==> src/rtl/sync_fifo_pkg.sv <==
// ---------------------------------------------------------------------------
// sync_fifo_pkg
// Shared definitions for the parametrised synchronous FIFO:
//   - default WIDTH/DEPTH constants
//   - clog2 and pointer-width helper functions
//   - fifo_op_e: the access performed on a given clock edge
// ---------------------------------------------------------------------------
package sync_fifo_pkg;

    localparam int unsigned SF_DEF_WIDTH = 8;
    localparam int unsigned SF_DEF_DEPTH = 8;

    // Ceiling log2; clog2(1) = 0.
    function automatic int unsigned clog2(input int unsigned value);
        int unsigned v;
        int unsigned r;
        v = (value > 0) ? value - 1 : 0;
        r = 0;
        while (v > 0) begin
            r = r + 1;
            v = v >> 1;
        end
        return r;
    endfunction

    // Pointer width: address bits plus one wrap bit.
    function automatic int unsigned ptr_width(input int unsigned depth);
        return clog2(depth) + 1;
    endfunction

    // Encoding is {write_accepted, read_accepted}.
    typedef enum logic [1:0] {
        OP_IDLE  = 2'b00,
        OP_READ  = 2'b01,
        OP_WRITE = 2'b10,
        OP_BOTH  = 2'b11
    } fifo_op_e;

endpackage

==> src/rtl/sync_fifo_param_mem_dp.sv <==
// ---------------------------------------------------------------------------
// fifo_mem_dp
// WIDTH x DEPTH register-array storage for sync_fifo_param.
// One write port and one registered read port; contents are never cleared,
// only the read register returns to zero on reset.
// Ports:
//   clk    in   1      clock, rising edge
//   reset  in   1      synchronous active-high, clears rdata only
//   we     in   1      write enable
//   waddr  in   AW     write address
//   wdata  in   WIDTH  write data
//   re     in   1      read enable
//   raddr  in   AW     read address
//   rdata  out  WIDTH  registered read data, holds when re=0
// ---------------------------------------------------------------------------
module fifo_mem_dp
    import sync_fifo_pkg::*;
#(
    parameter  int unsigned WIDTH = SF_DEF_WIDTH,
    parameter  int unsigned DEPTH = SF_DEF_DEPTH,
    localparam int unsigned AW    = clog2(DEPTH)
) (
    input  logic             clk,
    input  logic             reset,
    input  logic             we,
    input  logic [AW-1:0]    waddr,
    input  logic [WIDTH-1:0] wdata,
    input  logic             re,
    input  logic [AW-1:0]    raddr,
    output logic [WIDTH-1:0] rdata
);

    logic [WIDTH-1:0] r_mem [DEPTH];

    always_ff @(posedge clk) begin
        if (we) begin
            r_mem[waddr] <= wdata;
        end
    end

    always_ff @(posedge clk) begin
        if (reset) begin
            rdata <= '0;
        end else if (re) begin
            rdata <= r_mem[raddr];
        end
    end

endmodule

==> src/rtl/sync_fifo_param.sv <==
// ---------------------------------------------------------------------------
// sync_fifo_param
// Parametrised single-clock FIFO with occupancy count, registered status
// flags and true simultaneous read+write.
// Optional feature macro: SYNC_FIFO_ERR_EN adds sticky overflow/underflow.
// Parameters: WIDTH, DEPTH (power of 2, >= 4), AF_LEVEL, AE_LEVEL.
// Ports:
//   clk           in   1      clock, rising edge
//   reset         in   1      synchronous active-high reset
//   wr            in   1      write request, accepted when !full
//   data_in       in   WIDTH  write data
//   rd            in   1      read request, accepted when !empty
//   data_out      out  WIDTH  registered read data, 1-cycle latency
//   full          out  1      count == DEPTH
//   empty         out  1      count == 0
//   almost_full   out  1      count >= AF_LEVEL
//   almost_empty  out  1      count <= AE_LEVEL
//   count         out  AW+1   occupancy 0..DEPTH
//   overflow      out  1      (SYNC_FIFO_ERR_EN) sticky wr while full
//   underflow     out  1      (SYNC_FIFO_ERR_EN) sticky rd while empty
// ---------------------------------------------------------------------------
module sync_fifo_param
    import sync_fifo_pkg::*;
#(
    parameter  int unsigned WIDTH    = SF_DEF_WIDTH,
    parameter  int unsigned DEPTH    = SF_DEF_DEPTH,
    parameter  int unsigned AF_LEVEL = DEPTH - 2,
    parameter  int unsigned AE_LEVEL = 2,
    localparam int unsigned AW       = clog2(DEPTH)
) (
    input  logic             clk,
    input  logic             reset,
    input  logic             wr,
    input  logic [WIDTH-1:0] data_in,
    input  logic             rd,
    output logic [WIDTH-1:0] data_out,
    output logic             full,
    output logic             empty,
    output logic             almost_full,
    output logic             almost_empty,
    output logic [AW:0]      count
`ifdef SYNC_FIFO_ERR_EN
    ,
    output logic             overflow,
    output logic             underflow
`endif
);

    localparam int unsigned   PW      = ptr_width(DEPTH);
    localparam logic [PW-1:0] C_ONE   = PW'(1);
    localparam logic [PW-1:0] C_AF    = PW'(AF_LEVEL);
    localparam logic [PW-1:0] C_AE    = PW'(AE_LEVEL);

    logic [PW-1:0] r_wptr;
    logic [PW-1:0] r_rptr;
    logic [PW-1:0] r_count;
    logic          r_full;
    logic          r_empty;
    logic          r_afull;
    logic          r_aempty;

    logic          w_wa;
    logic          w_ra;
    fifo_op_e      w_op;
    logic [PW-1:0] w_wptr_nxt;
    logic [PW-1:0] w_rptr_nxt;
    logic [PW-1:0] w_count_nxt;
    logic          w_full_nxt;
    logic          w_empty_nxt;

    assign w_wa = wr & ~r_full;
    assign w_ra = rd & ~r_empty;
    assign w_op = fifo_op_e'({w_wa, w_ra});

    always_comb begin
        w_wptr_nxt  = r_wptr;
        w_rptr_nxt  = r_rptr;
        w_count_nxt = r_count;
        unique case (w_op)
            OP_IDLE: ;
            OP_WRITE: begin
                w_wptr_nxt  = r_wptr + C_ONE;
                w_count_nxt = r_count + C_ONE;
            end
            OP_READ: begin
                w_rptr_nxt  = r_rptr + C_ONE;
                w_count_nxt = r_count - C_ONE;
            end
            OP_BOTH: begin
                w_wptr_nxt  = r_wptr + C_ONE;
                w_rptr_nxt  = r_rptr + C_ONE;
            end
        endcase
    end

    // full/empty come from the next pointers: same slot with different wrap
    // bits means the writer has lapped the reader exactly once.
    assign w_full_nxt  = (w_wptr_nxt[AW-1:0] == w_rptr_nxt[AW-1:0]) &&
                         (w_wptr_nxt[AW] != w_rptr_nxt[AW]);
    assign w_empty_nxt = (w_wptr_nxt == w_rptr_nxt);

    always_ff @(posedge clk) begin
        if (reset) begin
            r_wptr   <= '0;
            r_rptr   <= '0;
            r_count  <= '0;
            r_full   <= 1'b0;
            r_empty  <= 1'b1;
            r_afull  <= 1'b0;
            r_aempty <= 1'b1;
        end else begin
            r_wptr   <= w_wptr_nxt;
            r_rptr   <= w_rptr_nxt;
            r_count  <= w_count_nxt;
            r_full   <= w_full_nxt;
            r_empty  <= w_empty_nxt;
            r_afull  <= (w_count_nxt >= C_AF);
            r_aempty <= (w_count_nxt <= C_AE);
        end
    end

    // Write and read slots never collide: accepted both-way access only
    // happens when neither full nor empty, so the low pointer bits differ.
    fifo_mem_dp #(
        .WIDTH (WIDTH),
        .DEPTH (DEPTH)
    ) u_mem (
        .clk   (clk),
        .reset (reset),
        .we    (w_wa & ~reset),
        .waddr (r_wptr[AW-1:0]),
        .wdata (data_in),
        .re    (w_ra & ~reset),
        .raddr (r_rptr[AW-1:0]),
        .rdata (data_out)
    );

    assign full         = r_full;
    assign empty        = r_empty;
    assign almost_full  = r_afull;
    assign almost_empty = r_aempty;
    assign count        = r_count;

`ifdef SYNC_FIFO_ERR_EN
    logic r_overflow;
    logic r_underflow;

    always_ff @(posedge clk) begin
        if (reset) begin
            r_overflow  <= 1'b0;
            r_underflow <= 1'b0;
        end else begin
            if (wr & r_full) begin
                r_overflow <= 1'b1;
            end
            if (rd & r_empty) begin
                r_underflow <= 1'b1;
            end
        end
    end

    assign overflow  = r_overflow;
    assign underflow = r_underflow;
`endif

endmodule

==> config.mk <==
export PLATFORM = sky130hd
export DESIGN_NAME = sync_fifo_param
export DESIGN_NICKNAME = d
export VERILOG_FILES = /design/src/rtl/sync_fifo_pkg.sv /design/src/rtl/sync_fifo_param_mem_dp.sv /design/src/rtl/sync_fifo_param.sv
export SDC_FILE = /design/constraint.sdc
export NUM_CORES = 1
export LEC_CHECK = 0
export CAP_MARGIN = 15
export CORE_UTILIZATION = 57
export CTS_BUF_LIST = sky130_fd_sc_hd__clkbuf_16
export CTS_CLUSTER_DIAMETER = 80
export DETAILED_ROUTE_END_ITERATION = 12
export HOLD_SLACK_MARGIN = 0.02
export PLACE_DENSITY = 0.78
export SKIP_CTS_REPAIR_TIMING = 1
export SLEW_MARGIN = 25
export SYNTH_ARGS = -nofsm -noshare
export SYNTH_HDL_FRONTEND = slang
export SYNTH_HIERARCHICAL = 1
export SYNTH_SLANG_ARGS = --single-unit
export TNS_END_PERCENT = 100
==> constraint.sdc <==
create_clock -name clk -period 2.4 [get_ports clk]
set_input_delay 0.48 -clock clk [delete_from_list [all_inputs] [get_ports clk]]
set_output_delay 0.48 -clock clk [all_outputs]
set_load 0.05 [all_outputs]
## Word level (Yosys, flattened, before mapping)

Memory sizes are Yosys's and may differ from the RTL's. A register that Yosys moved wholly into a read port is not among the register bits.
Cells that the tools add are included.
W data, S select, Z words.

| word-level totals | value |
|---|---|
| register bits | 16 |
| memory bits (writable) | 64 |
| input port bits | 12 |
| output and inout port bits | 16 |
| logic and storage cells | 35 |
| memories | 1 |

Memories:

| memory | depth | bits a word | read ports | clocked after Yosys merged registers in | wr ports | RTL line | RTL |
|---|---|---|---|---|---|---|---|
| u_mem.r_mem | 8 | 8 | 1 | 1 | 1 | sync_fifo_param_mem_dp.sv:33 | `logic [WIDTH-1:0] r_mem [DEPTH];` |

| operators by class | value |
|---|---|
| $add $sub $neg | 4 |
| order comparisons | 2 |
| equality and inequality tests | 6 |
| muxes and demuxes | 5 |
| bitwise logic cells | 7 |
| reduce and logical (&&, ||, !) cells | 3 |

Operator list:

| operator | number |
|---|---|
| $add A4 B1 Y4 const B | 3 |
| $mux W4 | 2 |
| $pmux W4 S2 | 1 |
| $and A1 B1 Y1 | 4 |
| $eq A2 B2 Y1 const B | 2 |
| $eq A4 B4 Y1 | 1 |
| $ge A4 B3 Y1 const B | 1 |
| $le A4 B2 Y1 const B | 1 |
| $reduce_or A2 Y1 | 2 |
| $sub A4 B1 Y4 const B | 1 |
| $eq A3 B3 Y1 | 1 |
| $not A1 Y1 | 3 |
| $eq A2 B1 Y1 const B | 1 |
| $mux W1 | 2 |
| $logic_and A1 B1 Y1 | 1 |
| $ne A1 B1 Y1 | 1 |

## Longest topological paths before layout

| depth | value |
|---|---|
| depth in word-level cells | 7 |
| depth in mapped cells | 10 |
| gate-level depth less buffers | 9 |

## Cells and area by module

The synthesis kept the hierarchy.

Modules (own cells, without submodules):

| module | times used | cells each | area each (um^2) | sequential area each (um^2) |
|---|---|---|---|---|
| fifo_mem_dp | 1 | 162 | 2,812.7 | 2,082.0 |
| sync_fifo_param | 1 | 87 | 837.1 | 320.3 |

## Worst setup path before layout

Ideal clock, no wire load.

| timing path | value |
|---|---|
| kind | register to register |
| start point | register r_full, in the netlist full |
| end point | register r_afull, in the netlist almost_full |
| library setup time | 0.068 ns |
| data arrival time | 2.300 ns |
| data required time | 2.332 ns |
| path slack | 0.032 ns |
| cell stages (with the launch flop) | 11 |
| path buffers | 1 |
| clock period less this slack | 2.368 ns |
| path through | dfxtp_1 nand2b_1 buf_2 ha_1 xor2_1 ha_1 a21oi_2 xor2_1 or3_1 and2_4 o21bai_4 |

| on the way | value |
|---|---|
| longest elaborated chain between the ends | 5 |
| elaborated cells between the ends (all ways) | 6 |
| classes of those cells | order compare: 1; eq/ne: 2; mux: 1; bitwise: 2 |

Ends and longest elaborated chain:

| what | RTL line | RTL |
|---|---|---|
| start, declared | sync_fifo_param.sv:57 | `logic r_full;` |
| start signal, assigned | sync_fifo_param.sv:115 | `r_full <= w_full_nxt;` |
| $not A1 Y1 (*) | sync_fifo_param.sv:71 | `assign w_wa = wr & ~r_full;` |
| $and A1 B1 Y1 (*) | sync_fifo_param.sv:71 |  |
| $eq A2 B1 Y1 or $eq A2 B2 Y1 (tied branches) | sync_fifo_param.sv:79 | `unique case (w_op)` |
| $pmux W4 S2 (*) | sync_fifo_param.sv:79 |  |
| $ge A4 B3 Y1 (*) | sync_fifo_param.sv:117 | `r_afull <= (w_count_nxt >= C_AF);` |
| end signal, assigned | sync_fifo_param.sv:117 |  |
| end, declared | sync_fifo_param.sv:59 | `logic r_afull;` |

Mark *: on every way between the ends. The rest lies on a longest branch, timed or not.
A chain may end at the register's enable or synchronous reset.

## Worst setup path in the final report

| timing path | value |
|---|---|
| start point | input port wr |
| end point | register r_afull, in the netlist almost_full |

| on the way | value |
|---|---|
| longest elaborated chain between the ends | 4 |
| elaborated cells between the ends (all ways) | 5 |
| classes of those cells | order compare: 1; eq/ne: 2; mux: 1; bitwise: 1 |

Ends and longest elaborated chain:

| what | RTL line | RTL |
|---|---|---|
| start, declared | sync_fifo_param.sv:33 | `input logic wr,` |
| $and A1 B1 Y1 (*) | sync_fifo_param.sv:71 |  |
| $eq A2 B1 Y1 or $eq A2 B2 Y1 (tied branches) | sync_fifo_param.sv:79 |  |
| $pmux W4 S2 (*) | sync_fifo_param.sv:79 |  |
| $ge A4 B3 Y1 (*) | sync_fifo_param.sv:117 |  |

Marks and branches as above.

==> flow_metrics.tcl <==
set metrics [dict create \
    die_h_um 82.0 \
    drt-total-wl_mm 6.51 \
    start_util 0.602 \
    hp-class "register to register" \
    layout_common_cells "edfxtp_1, nor2_1, clkdlybuf4s50_1, dfxtp_1, mux2i_1" \
    via_per_inst 5.72 \
    power_frac_comb 0.186 \
    crit_start "wr" \
    maxSlewHeadroom 0.526 \
    clk_root_buffer_cell "clkbuf_16" \
    vdd_drop_max_uv 687 \
    yosys.area.top_type "edfxtp_1" \
    hpwlAfterDp_mm 4.10 \
    num_rows 28 \
    required_ns 2.63 \
    vias 2115 \
    cts_tree "done" \
    synth_seq_cells 88 \
    netlist_top_cells_area "edfxtp_1, dfxtp_1, mux2i_1, mux2_2, nor2_1" \
    yosysWarnings 6 \
    timing.rr.start "full" \
    layout.nets 307 \
    dr.pass1.iters 4 \
    endpoint_kind "register" \
    p_seq_frac 0.469 \
    finalCriticalPeriod_ns 2.23 \
    syn_inst 249 \
    leakagePower_uw 0.00149 \
    netlist.area_leader.share 0.527 \
    rsz0062_at_grt "no" \
    grt_max_degree 33 \
    cp_slowest_cell "clkdlybuf4s50_1" \
    max_cap_viol_count 0 \
    cp_cell_sequence "clkdlybuf4s50_1, nand2b_1, buf_4, ha_1, nand3b_1, a211oi_2, o21bai_1, mux2_4, o21bai_4" \
    internal-power_uw 2710 \
    worstSetupStartpointType "input port" \
    routabilityCongestion 0.744 \
    area_growth_pct 18.5 \
    critPathMaxFanout 5 \
    grt_use_total 0.218 \
    skew_ns 0.00626 \
    finalSetupViolations 0 \
    post_drt_wl_per_cell_um 17.6 \
    max_freq_ghz 0.449 \
    grt_remaining_overflow 0 \
    critPathKind "input port to register" \
    ant_nets 0 \
    synth_area_per_cell_um2 14.7 \
    power_density_nw_per_um2 865 \
    worst_pin_slew_ns 0.710 \
    synth_edf_count 64 \
    cts_buffers 9 \
    diodes 0 \
    antenna_found_initial 0 \
    synth-async-reset-ratio 0 \
    p_switching_uw 1030 \
    arrival_ns 2.45 \
    cts_sinks 88 \
    h-tree-depth 3 \
    ys_types 42 \
    synth_seq_area_share 0.658 \
    port_buffers 27 \
    run_status "completed" \
    mostFrequentLayoutCell "edfxtp_1" \
    synth_ff_type "edfxtp_1" \
    io_pins 28 \
    fin_crit_sh 0.928 \
    die_x_um 82.0 \
    clk_pin_slew_ns 0.06 \
    utilization 0.713 \
    clockBufferDepth 2 \
    slew_violations 0 \
    synth_nets 266 \
    finalHoldViolCount 0 \
    clk_latency_ns 0.34 \
    fin_tns_setup_ns 0 \
    core-area_um2 6060 \
    grt_pass1_wl_mm 10.1 \
    power_uw 3740 \
    syn_area_um2 3650 \
    drt-initial-drc-count 136 \
    drive_gt1_frac 0.200 \
    holdCritStartpoint "u_mem/rdata[1]" \
    clock_power_share 0.345 \
    worst_path_largest_cell_delay_ns 0.47 \
    p_sw_frac 0.274 \
    fp.dieArea_um2 6730 \
    grt_pass1_vias 1991 \
    drc 0 \
]
==> final cells by class <==
class | instances | area [um2]
Sequential cell | 88 | 2400
Clock buffer | 9 | 225
Tap cell | 75 | 93.8
Inverter | 1 | 3.75
Fill cell | 402 | 1740
Multi-Input combinational cell | 146 | 1130
Clock inverter | 7 | 53.8
Timing Repair Buffer | 44 | 410
==> path summary, 6_finish.rpt <==
kind	endpoint	slack (ns)	depth (start not counted)
setup / recovery	almost_full	0.17	9
hold / removal	u_mem/rdata[1]	0.48	2
setup reg to reg	almost_full	0.40	8
hold reg to reg	u_mem/rdata[1]	0.48	2
==> per-layer routing <==
layer	global-route usage	vias up	wire, um
met2	0.332	64	3100
met4	0.100	0	133
met3	0.0500	12	463
li1	-	1019	-
met5	0	-	0
met1	0.298	1020	2810
==> critical path, delay by kind of cell <==
kind,cells,cell delay (ns)
multiplexers,1,0.32
AO/OA/AOI/OAI,3,0.48
buffers and inverters,2,0.64
AND/OR/NAND/NOR,2,0.28
adder cells (fa/ha/maj),1,0.25
==> state kept, by name (all words and copies together), names as in the netlist <==
signal,count
u_mem/r_mem,64
u_mem/rdata,8
count,4
r_rptr,4
r_wptr,4
almost_empty,1
almost_full,1
empty,1
full,1
==> stage by stage <==
stage | instance area, um2 | cells | hold WS [ns] | setup slack (ns)
floorplan | 3650 | 249 | 0.487 | 0.0324
global placement | 4050 | 354 | 0.474 | -0.129
detailed placement | 4050 | 354 | 0.479 | -0.172
CTS | 4320 | 370 | 0.488 | 0.181
global route | 4320 | 370 | 0.506 | 0.0751
finish | 4320 | 370 | 0.484 | 0.174
==> synthesized netlist by cell type (4+ instances only) <==
cell and count:
a211oi_1 6, a221o_1 7, clkbuf_1 5, dfxtp_1 24
edfxtp_1 64, ha_1 5, mux2_2 16, mux2i_1 19
nand2_1 4, nand2b_1 7, nor2_1 29, nor2b_1 4
o22ai_1 7, xnor2_1 6, xor2_1 7
==> cell families (layout without fill, tap and decap cells) <==
group,Yosys count,after routing,synth area share
simple gates,59,59,0.0795
flops,88,88,0.658
compound gates,33,33,0.0775
xor+xnor,13,13,0.0312
mux,36,36,0.106
fa+ha+maj,5,5,0.0171
buf+inv,15,61,0.0309
==> power groups by stage <==
| stage | combinational, uW | sequential (uW) | clock [uW] |
|---|---|---|---|
| 6_report | 697 | 1750 | 1290 |
| 5_1_grt | 747 | 1760 | 1380 |
| 4_1_cts | 699 | 1750 | 1310 |
| 3_5_place_dp | 695 | 1790 | 0 |
| 3_3_place_gp | 685 | 1780 | 0 |
| 2_1_floorplan | 379 | 1930 | 0 |
No activity file was read; power rests on OpenSTA's default activity.
